## config.mk

```make
export PLATFORM = sky130hd
export DESIGN_NAME = hazard_ctrl_flat
export DESIGN_NICKNAME = d
export VERILOG_FILES = /design/src/rtl/hazard_ctrl_pkg.sv /design/src/rtl/hazard_ctrl_if.sv /design/src/rtl/hazard_ctrl_sat_counter.sv /design/src/rtl/hazard_ctrl.sv /design/src/flat_wrapper.sv
export SDC_FILE = /design/constraint.sdc
export NUM_CORES = 1
export LEC_CHECK = 0
export ABC_AREA = 0
export CAP_MARGIN = 20
export CORE_UTILIZATION = 25
export CTS_BUF_LIST = sky130_fd_sc_hd__clkbuf_4 sky130_fd_sc_hd__clkbuf_8 sky130_fd_sc_hd__clkbuf_16
export DETAILED_ROUTE_END_ITERATION = 12
export GPL_ROUTABILITY_DRIVEN = 0
export HOLD_SLACK_MARGIN = 0.1
export SYNTH_ARGS = -nofsm -noshare
export SYNTH_HDL_FRONTEND = slang
export SYNTH_SLANG_ARGS = --single-unit
export TNS_END_PERCENT = 20
```

## constraint.sdc

```tcl
create_clock -name clk -period 6.76 [get_ports clk]
set_clock_uncertainty 0.2 [all_clocks]
set_input_delay 1.352 -clock clk [delete_from_list [all_inputs] [get_ports clk]]
set_output_delay 1.352 -clock clk [all_outputs]
set_load 0.05 [all_outputs]
```

## src/rtl/hazard_ctrl_pkg.sv

```systemverilog
// rtl/hazard_ctrl_pkg.sv - shared types for the pipeline hazard sequencer
package hazard_ctrl_pkg;

    typedef logic [63:0] addr_t;

    typedef enum logic [1:0] {
        RUN  = 2'd0,
        PEND = 2'd1,
        TRAP = 2'd2
    } hz_state_t;

    typedef struct packed {
        logic stall_f;
        logic stall_d;
        logic stall_e;
        logic stall_m;
        logic flush_d;
        logic flush_e;
        logic flush_w;
    } hz_ctrl_t;

    localparam hz_ctrl_t CTRL_NONE = '0;

endpackage

```

## src/rtl/hazard_ctrl_if.sv

```systemverilog
// rtl/hazard_ctrl_if.sv - hazard request inputs and pipeline control outputs
interface hazard_ctrl_if #(
    parameter int CNT_W = 32
);
    import hazard_ctrl_pkg::*;

    logic             bubble_rs1;
    logic             bubble_rs2;
    logic             imem_busy;
    logic             dmem_busy;
    logic             md_busy;
    logic             br_taken;
    addr_t            br_target;
    logic             trap_valid;
    addr_t            trap_target;
    logic             stall_f;
    logic             stall_d;
    logic             stall_e;
    logic             stall_m;
    logic             flush_d;
    logic             flush_e;
    logic             flush_w;
    logic             redirect_valid;
    addr_t            redirect_pc;
    logic [CNT_W-1:0] stall_cnt;
    logic [CNT_W-1:0] flush_cnt;

    modport master (
        output bubble_rs1, bubble_rs2, imem_busy, dmem_busy, md_busy,
               br_taken, br_target, trap_valid, trap_target,
        input  stall_f, stall_d, stall_e, stall_m, flush_d, flush_e, flush_w,
               redirect_valid, redirect_pc, stall_cnt, flush_cnt
    );

    modport slave (
        input  bubble_rs1, bubble_rs2, imem_busy, dmem_busy, md_busy,
               br_taken, br_target, trap_valid, trap_target,
        output stall_f, stall_d, stall_e, stall_m, flush_d, flush_e, flush_w,
               redirect_valid, redirect_pc, stall_cnt, flush_cnt
    );

endinterface

```

## src/rtl/hazard_ctrl_sat_counter.sv

```systemverilog
// rtl/hazard_ctrl_sat_counter.sv - saturating event counter
module sat_counter #(
    parameter int CNT_W = 32
) (
    input  logic             clk,
    input  logic             resetn,
    input  logic             inc,
    output logic [CNT_W-1:0] cnt
);

    logic [CNT_W-1:0] cnt_q;
    logic [CNT_W-1:0] cnt_d;

    always_comb begin
        cnt_d = cnt_q;
        if (inc && (cnt_q != {CNT_W{1'b1}})) begin
            cnt_d = cnt_q + {{(CNT_W-1){1'b0}}, 1'b1};
        end
    end

    always_ff @(posedge clk or negedge resetn) begin
        if (!resetn) begin
            cnt_q <= '0;
        end else begin
            cnt_q <= cnt_d;
        end
    end

    assign cnt = cnt_q;

endmodule

```

## src/rtl/hazard_ctrl.sv

```systemverilog
// rtl/hazard_ctrl.sv - 5-stage pipeline stall/flush sequencer with buffered fetch redirect
module hazard_ctrl
    import hazard_ctrl_pkg::*;
#(
    parameter int CNT_W = 32
) (
    input  logic              clk,
    input  logic              resetn,
    hazard_ctrl_if.slave      bus
);

    hz_state_t state_q, state_d;
    addr_t     pend_pc_q, pend_pc_d;
    hz_ctrl_t  ctrl;
    logic      redirect_valid;
    addr_t     redirect_pc;
    logic      flush_inc;

    always_comb begin
        ctrl           = CTRL_NONE;
        redirect_valid = 1'b0;
        redirect_pc    = '0;
        flush_inc      = 1'b0;
        state_d        = state_q;
        pend_pc_d      = pend_pc_q;

        if (bus.trap_valid) begin
            // Trap discards whatever redirect was pending.
            ctrl.flush_d   = 1'b1;
            ctrl.flush_e   = 1'b1;
            ctrl.flush_w   = 1'b1;
            redirect_valid = 1'b1;
            redirect_pc    = bus.trap_target;
            flush_inc      = 1'b1;
            if (bus.imem_busy) begin
                pend_pc_d = bus.trap_target;
                state_d   = PEND;
            end else begin
                state_d   = TRAP;
            end
        end else begin
            if (bus.dmem_busy) begin
                ctrl.stall_f = 1'b1;
                ctrl.stall_d = 1'b1;
                ctrl.stall_e = 1'b1;
                ctrl.stall_m = 1'b1;
                ctrl.flush_w = 1'b1;
            end else if (bus.md_busy) begin
                // EX emits an invalid op into EX-MEM itself, so no flush_e here.
                ctrl.stall_f = 1'b1;
                ctrl.stall_d = 1'b1;
                ctrl.stall_e = 1'b1;
            end else if (bus.br_taken && (state_q != PEND)) begin
                ctrl.flush_d   = 1'b1;
                ctrl.flush_e   = 1'b1;
                redirect_valid = 1'b1;
                redirect_pc    = bus.br_target;
                flush_inc      = 1'b1;
                if (bus.imem_busy) begin
                    pend_pc_d = bus.br_target;
                    state_d   = PEND;
                end
            end else if ((bus.bubble_rs1 || bus.bubble_rs2) && (state_q != PEND)) begin
                ctrl.stall_f = 1'b1;
                ctrl.stall_d = 1'b1;
                ctrl.flush_e = 1'b1;
            end

            case (state_q)
                PEND: begin
                    ctrl.flush_d   = 1'b1;
                    redirect_valid = 1'b1;
                    redirect_pc    = pend_pc_q;
                    if (!bus.imem_busy) begin
                        state_d = RUN;
                    end
                end
                TRAP: begin
                    ctrl.flush_d = 1'b1;
                    if (state_d == TRAP) begin
                        state_d = RUN;
                    end
                end
                default: ;
            endcase
        end

        if (!resetn) begin
            ctrl           = CTRL_NONE;
            redirect_valid = 1'b0;
            redirect_pc    = '0;
            flush_inc      = 1'b0;
        end
    end

    always_ff @(posedge clk or negedge resetn) begin
        if (!resetn) begin
            state_q   <= RUN;
            pend_pc_q <= '0;
        end else begin
            state_q   <= state_d;
            pend_pc_q <= pend_pc_d;
        end
    end

    assign bus.stall_f        = ctrl.stall_f;
    assign bus.stall_d        = ctrl.stall_d;
    assign bus.stall_e        = ctrl.stall_e;
    assign bus.stall_m        = ctrl.stall_m;
    assign bus.flush_d        = ctrl.flush_d;
    assign bus.flush_e        = ctrl.flush_e;
    assign bus.flush_w        = ctrl.flush_w;
    assign bus.redirect_valid = redirect_valid;
    assign bus.redirect_pc    = redirect_pc;

    sat_counter #(.CNT_W(CNT_W)) u_stall_cnt (
        .clk    (clk),
        .resetn (resetn),
        .inc    (ctrl.stall_f),
        .cnt    (bus.stall_cnt)
    );

    sat_counter #(.CNT_W(CNT_W)) u_flush_cnt (
        .clk    (clk),
        .resetn (resetn),
        .inc    (flush_inc),
        .cnt    (bus.flush_cnt)
    );

endmodule

```

## src/flat_wrapper.sv

```systemverilog
// flat-port wrapper written by rule: the top's interface ports become plain ports
module hazard_ctrl_flat import hazard_ctrl_pkg::*;
#(
    parameter int CNT_W = 32
)
  (clk, resetn, bus_bubble_rs1, bus_bubble_rs2, bus_imem_busy, bus_dmem_busy, bus_md_busy, bus_br_taken, bus_br_target, bus_trap_valid, bus_trap_target, bus_stall_f, bus_stall_d, bus_stall_e, bus_stall_m, bus_flush_d, bus_flush_e, bus_flush_w, bus_redirect_valid, bus_redirect_pc, bus_stall_cnt, bus_flush_cnt);
  hazard_ctrl_if #(.CNT_W(CNT_W)) bus_i ();
  input  logic clk;
  input  logic resetn;
  input wire logic [$bits(bus_i.bubble_rs1)-1:0] bus_bubble_rs1;
  input wire logic [$bits(bus_i.bubble_rs2)-1:0] bus_bubble_rs2;
  input wire logic [$bits(bus_i.imem_busy)-1:0] bus_imem_busy;
  input wire logic [$bits(bus_i.dmem_busy)-1:0] bus_dmem_busy;
  input wire logic [$bits(bus_i.md_busy)-1:0] bus_md_busy;
  input wire logic [$bits(bus_i.br_taken)-1:0] bus_br_taken;
  input wire logic [$bits(bus_i.br_target)-1:0] bus_br_target;
  input wire logic [$bits(bus_i.trap_valid)-1:0] bus_trap_valid;
  input wire logic [$bits(bus_i.trap_target)-1:0] bus_trap_target;
  output wire logic [$bits(bus_i.stall_f)-1:0] bus_stall_f;
  output wire logic [$bits(bus_i.stall_d)-1:0] bus_stall_d;
  output wire logic [$bits(bus_i.stall_e)-1:0] bus_stall_e;
  output wire logic [$bits(bus_i.stall_m)-1:0] bus_stall_m;
  output wire logic [$bits(bus_i.flush_d)-1:0] bus_flush_d;
  output wire logic [$bits(bus_i.flush_e)-1:0] bus_flush_e;
  output wire logic [$bits(bus_i.flush_w)-1:0] bus_flush_w;
  output wire logic [$bits(bus_i.redirect_valid)-1:0] bus_redirect_valid;
  output wire logic [$bits(bus_i.redirect_pc)-1:0] bus_redirect_pc;
  output wire logic [$bits(bus_i.stall_cnt)-1:0] bus_stall_cnt;
  output wire logic [$bits(bus_i.flush_cnt)-1:0] bus_flush_cnt;
  assign bus_i.bubble_rs1 = bus_bubble_rs1;
  assign bus_i.bubble_rs2 = bus_bubble_rs2;
  assign bus_i.imem_busy = bus_imem_busy;
  assign bus_i.dmem_busy = bus_dmem_busy;
  assign bus_i.md_busy = bus_md_busy;
  assign bus_i.br_taken = bus_br_taken;
  assign bus_i.br_target = bus_br_target;
  assign bus_i.trap_valid = bus_trap_valid;
  assign bus_i.trap_target = bus_trap_target;
  assign bus_stall_f = bus_i.stall_f;
  assign bus_stall_d = bus_i.stall_d;
  assign bus_stall_e = bus_i.stall_e;
  assign bus_stall_m = bus_i.stall_m;
  assign bus_flush_d = bus_i.flush_d;
  assign bus_flush_e = bus_i.flush_e;
  assign bus_flush_w = bus_i.flush_w;
  assign bus_redirect_valid = bus_i.redirect_valid;
  assign bus_redirect_pc = bus_i.redirect_pc;
  assign bus_stall_cnt = bus_i.stall_cnt;
  assign bus_flush_cnt = bus_i.flush_cnt;
  hazard_ctrl #(.CNT_W(CNT_W)) u_core (.clk(clk), .resetn(resetn), .bus(bus_i));
endmodule
```

After elaboration in Yosys (flattened, before gate mapping)

Cells that the tools add are included.

Register bits: 130
Output and inout bits: 136
Bits of input ports: 137

Reduce and logical (&&, ||, !) cells: 8
$add $sub $neg: 2
Multiplexer cells: 44
Equality and inequality tests: 10

Operators by type and width:

| kind                    | number |
|---|---|
| $mux W64                | 12 |
| $add A32 B1 Y32 const B | 2 |
| $ne A32 B32 Y1 const B  | 2 |
| $mux W2                 | 14 |
| $mux W1                 | 13 |
| $mux W7                 | 1 |
| $mux W3                 | 2 |
| $ne A2 B1 Y1 const B    | 3 |
| $reduce_and A5 Y1       | 1 |
| $eq A2 B2 Y1 const B    | 2 |
| $logic_and A1 B1 Y1     | 4 |
| $mux W4                 | 1 |
| $ne A4 B4 Y1 const B    | 1 |
| $pmux W2 S2             | 1 |
| $eq A2 B1 Y1 const B    | 1 |
| $ne A2 B2 Y1 const B    | 1 |
| $reduce_bool A2 Y1      | 1 |
| $reduce_or A2 Y1        | 1 |
| $logic_or A1 B1 Y1      | 1 |

Depth between registers and ports, before layout

Word-level depth: 10
Depth in mapped cells: 10
Gate-level depth less buffers: 7

Cells and area by module

A second synthesis with hierarchy kept.

Cell total of the unflattened synthesis: 757
Area, all modules: 7883.8 um^2

By module, submodules not included:

| module                           | cells each | seq. area each (um^2) | area each (um^2) | times used |
|---|---|---|---|---|
| hazard_ctrl                      | 466        | 1651.6                | 4737.0           | 1 |
| sat_counter (u_core.u_flush_cnt) | 151        | 800.8                 | 1624.1           | 1 |
| sat_counter (u_core.u_stall_cnt) | 140        | 800.8                 | 1522.7           | 1 |

Least setup slack after synthesis

Ideal clock, no wire load.

Path kind: input port to output port
Start: input bus_dmem_busy
End: output bus_redirect_pc[14]
Cell stages on the path: 7
Path slack: 2.007 ns
Arrival: 3.201 ns
Path buffers: 2
Cell sequence: nor4b_4 > clkbuf_1 > buf_1 > a22oi_1 > nor2_1 > a21oi_1 > nor2_1

Longest elaborated chain between the ends: 4

Ends and longest elaborated chain:

| element            | RTL line           | text |
|---|---|---|
| start: declaration | flat_wrapper.sv:13 | `input wire logic [$bits(bus_i.dmem_busy)-1:0] bus_dmem_busy;` |
| $mux W64           | hazard_ctrl.sv:42  | `if (bus.dmem_busy) begin` |
| $mux W64           | hazard_ctrl.sv:69  | `case (state_q)` |
| $mux W64           | hazard_ctrl.sv:27  | `if (bus.trap_valid) begin` |
| $mux W64           | hazard_ctrl.sv:88  | `if (!resetn) begin` |
| end: declaration   | flat_wrapper.sv:27 | `output wire logic [$bits(bus_i.redirect_pc)-1:0] bus_redirect_pc;` |

Every way passes these cells.

Final worst setup path

Start: input bus_dmem_busy
End: output bus_redirect_pc[42]

The elaborated chain is that of the path after synthesis.

==> flow_summary.json <==
{
  "wire_per_inst_um": 15.7,
  "areaGrowthSynthToFinish_pct": 47.7,
  "clock_latency_ns": 0.42,
  "gr-total-overflow": 0,
  "die_h_um": 178,
  "n_fill_cell": 3060,
  "io_pins": 273,
  "finalSetupTns_ns": 0,
  "totalPowerFinal_mw": 2.74,
  "maxSlewHeadroom_pct": 39.4,
  "min_period_ns": 5.50,
  "firstDrtPassIters": 5,
  "maxCapViolations": 0,
  "cts.reportedPaths.clkPinSlew_ns": 0.06,
  "grt_max_degree": 91,
  "die_area_um2": 31500,
  "numClockSinks": 130,
  "rsz0062_at_grt": "false",
  "path_max_fanout": 70,
  "drive_gt1_share_pct": 5.54,
  "cts_root_buf": "clkbuf_16",
  "cts_tree": "yes",
  "timing.final.crit_share_pct": 81.3,
  "die_w_um": 178,
  "route.met3.wl_mm": 1.07,
  "grt_first_pass_wirelength_mm": 39.4,
  "ys_ff_latch": 130,
  "cts_buffers": 17,
  "drtIter0Drc": 367,
  "grt_pass1_vias": 7443,
  "avgSynthCellArea_um2": 8.50,
  "power_density_nw_per_um2": 241,
  "async_flop_share_pct": 100,
  "ys.flop_type": "dfrtp_1",
  "synth-seq-area-share_pct": 42.2,
  "maxSlewViolCount": 0,
  "synth-edff-count": 0,
  "netlist_instances": 906,
  "power_frac_comb_pct": 29.5,
  "p_leak_nw": 4.68,
  "core_um2": 30000,
  "start_util_pct": 25.7,
  "power_switching_mw": 0.989,
  "cts_hold_buffers": 0,
  "synth_fp_nets": 1047,
  "internal_power_mw": 1.75,
  "avgViaCountPerCell": 4.79,
  "power_frac_seq_pct": 35.6,
  "yosysUniqueCellTypes": 50,
  "vias": 7406,
  "wl_met1_mm": 11.0,
  "yosys_warnings": 0,
  "max_freq_mhz": 182,
  "max-clock-path-buffers": 2,
  "num-nets-final": 1284,
  "p_sw_share_pct": 36.1,
  "cp-start-kind": "input pin",
  "syn_area_um2": 7700,
  "hold_path_class": "reg2reg",
  "antenna_found_initial": 2,
  "top_layer_used": "met4",
  "grtUsageTotal_pct": 15.6,
  "post_cts_resize_count": 0,
  "cp.arrival_ns": 3.94,
  "cts_setup_buffers": 0,
  "crit_required_ns": 5.21,
  "fin_area_um2": 11400,
  "rows": 63,
  "worstMarginPinSlew_ns": 0.905,
  "drc": 0,
  "place_hpwl_mm": 16.6,
  "path_class": "in2out",
  "postRouteAntennaNets": 0,
  "setup_viol": 0,
  "clockPowerShare_pct": 34.9,
  "wirelength_mm": 24.2,
  "dpl_cell_area_um2": 10800,
  "hold_viol_final": 0,
  "io_buffers": 272,
  "worstSetupEndpointType": "output pin",
  "htree_levels": 4,
  "outcome": "complete, no violations",
  "routed-wl-met2_mm": 11.8,
  "peakVddDrop_v": 0.000143
}
## Yosys cell counts (3+ instances only)
master | number | share of area [%]
buf_1 | 4 | 0.19
xnor2_1 | 24 | 2.7
ha_1 | 4 | 0.65
nand3_1 | 24 | 1.6
xor2_1 | 35 | 4.0
a21oi_1 | 66 | 4.3
inv_1 | 14 | 0.68
o21ai_0 | 71 | 4.6
a22oi_1 | 64 | 6.2
nor3_1 | 21 | 1.4
nand4_1 | 16 | 1.3
nand2_1 | 93 | 4.5
mux2_2 | 3 | 0.44
nor3b_1 | 3 | 0.29
mux2i_1 | 65 | 8.4
nor2_1 | 150 | 7.3
clkbuf_1 | 58 | 2.8
and3_1 | 4 | 0.32
and4_1 | 3 | 0.34
nor4_1 | 19 | 1.5
dfrtp_1 | 130 | 42
## path summary, 6_finish.rpt
kind,startpoint,endpoint,slack [ns],depth (start not counted)
worst max-delay path,bus_dmem_busy,bus_redirect_pc[42],1.26,8
worst min-delay path,u_core.pend_pc_q[51],u_core.pend_pc_q[51],0.28,2
worst max register to register,u_core.state_q[1],u_core.pend_pc_q[26],3.68,7
worst min register to register,u_core.pend_pc_q[51],u_core.pend_pc_q[51],0.28,2
max in group asynchronous,resetn,u_core.pend_pc_q[26],4.58,2
min in group asynchronous,resetn,u_core.u_flush_cnt.cnt[1],0.61,1
## final cells by class
type / count / area (um2) / share of cell area [%]
sequential: 130 / 3250 / 28.6
clock buffer: 18 / 433 / 3.81
inverter: 14 / 52.6 / 0.462
clock inverter: 14 / 168 / 1.47
timing repair buffer: 283 / 2820 / 24.8
multi-input combinational: 697 / 4160 / 36.6
tap: 390 / 488 / 4.29
antenna: 1 / 2.50 / 0.0220
## power groups by stage
stage | clock network (mW) | logic (mW) | registers (mW)
after floorplan | 0 | 0.356 | 1.12
after global placement | 0 | 0.812 | 0.984
after detailed placement | 0 | 0.821 | 0.987
after CTS | 0.992 | 0.822 | 0.976
after global routing | 1.03 | 0.877 | 0.991
final | 0.957 | 0.811 | 0.976
## critical path: stages
cell and delay (ns):
clkdlybuf4s50_1 0.51, nor4b_4 0.36, buf_12 0.36, a22oi_1 0.11, nor2_1 0.13, a21oi_1 0.05
nor2_1 0.17, clkdlybuf4s50_1 0.85
## placed cells by master, fill, tap and decap left out, drive strengths merged, types with 2 or more instances in the layout
cell type	instances
nand4	16
nor2	150
nor3b	3
bufinv	2
and3	5
o21ai	72
clkbuf	18
nand3	25
ha	4
o21a	2
a21oi	66
nand2	93
or3	3
xor2	35
dfrtp	130
a22oi	64
or4	2
or2	2
nor4	20
clkdlybuf4s50	270
a2111oi	3
a31oi	2
and2	2
xnor2	24
nor3	21
mux2i	65
nor4b	2
buf	13
and4	4
mux2	3
inv	21
clkinvlp	2
clkinv	3
## metrics by stage
stage               instances  setup slack [ns]  hold slack (ns)  utilization (%)
floorplan                 906              2.01            0.251                -
global placement         1514              1.27            0.263             36.0
detailed placement       1514              1.24            0.274             36.0
CTS                      1546              1.24            0.290             38.0
global route             1546              1.10            0.308             38.0
finish                   1547              1.26            0.284             38.0
## sequential cells by signal, indices dropped and copies added, names as in the netlist
register	flops
u_core.pend_pc_q	64
u_core.u_flush_cnt.cnt	32
u_core.u_stall_cnt.cnt	32
u_core.state_q	2
## routing by layer
layer	global-route usage (%)	up-vias
met4	4.45	0
met3	3.08	21
met2	26.3	189
met5	0	-
met1	20.2	3519
li1	-	3677
## cells by family (layout without fill, tap and decap cells)
| logic type | Yosys count | after routing | share of synthesized area, % |
|---|---|---|---|
| mux | 68 | 68 | 8.89 |
| buf+inv | 79 | 329 | 3.93 |
| flops | 130 | 130 | 42.2 |
| other cells | 0 | 1 | 0 |
| xor+xnor | 59 | 59 | 6.71 |
| fa+ha+maj | 4 | 4 | 0.650 |
| simple gates | 350 | 350 | 20.6 |
| compound gates | 216 | 216 | 17.0 |
No activity file was read; power rests on OpenSTA's default activity.
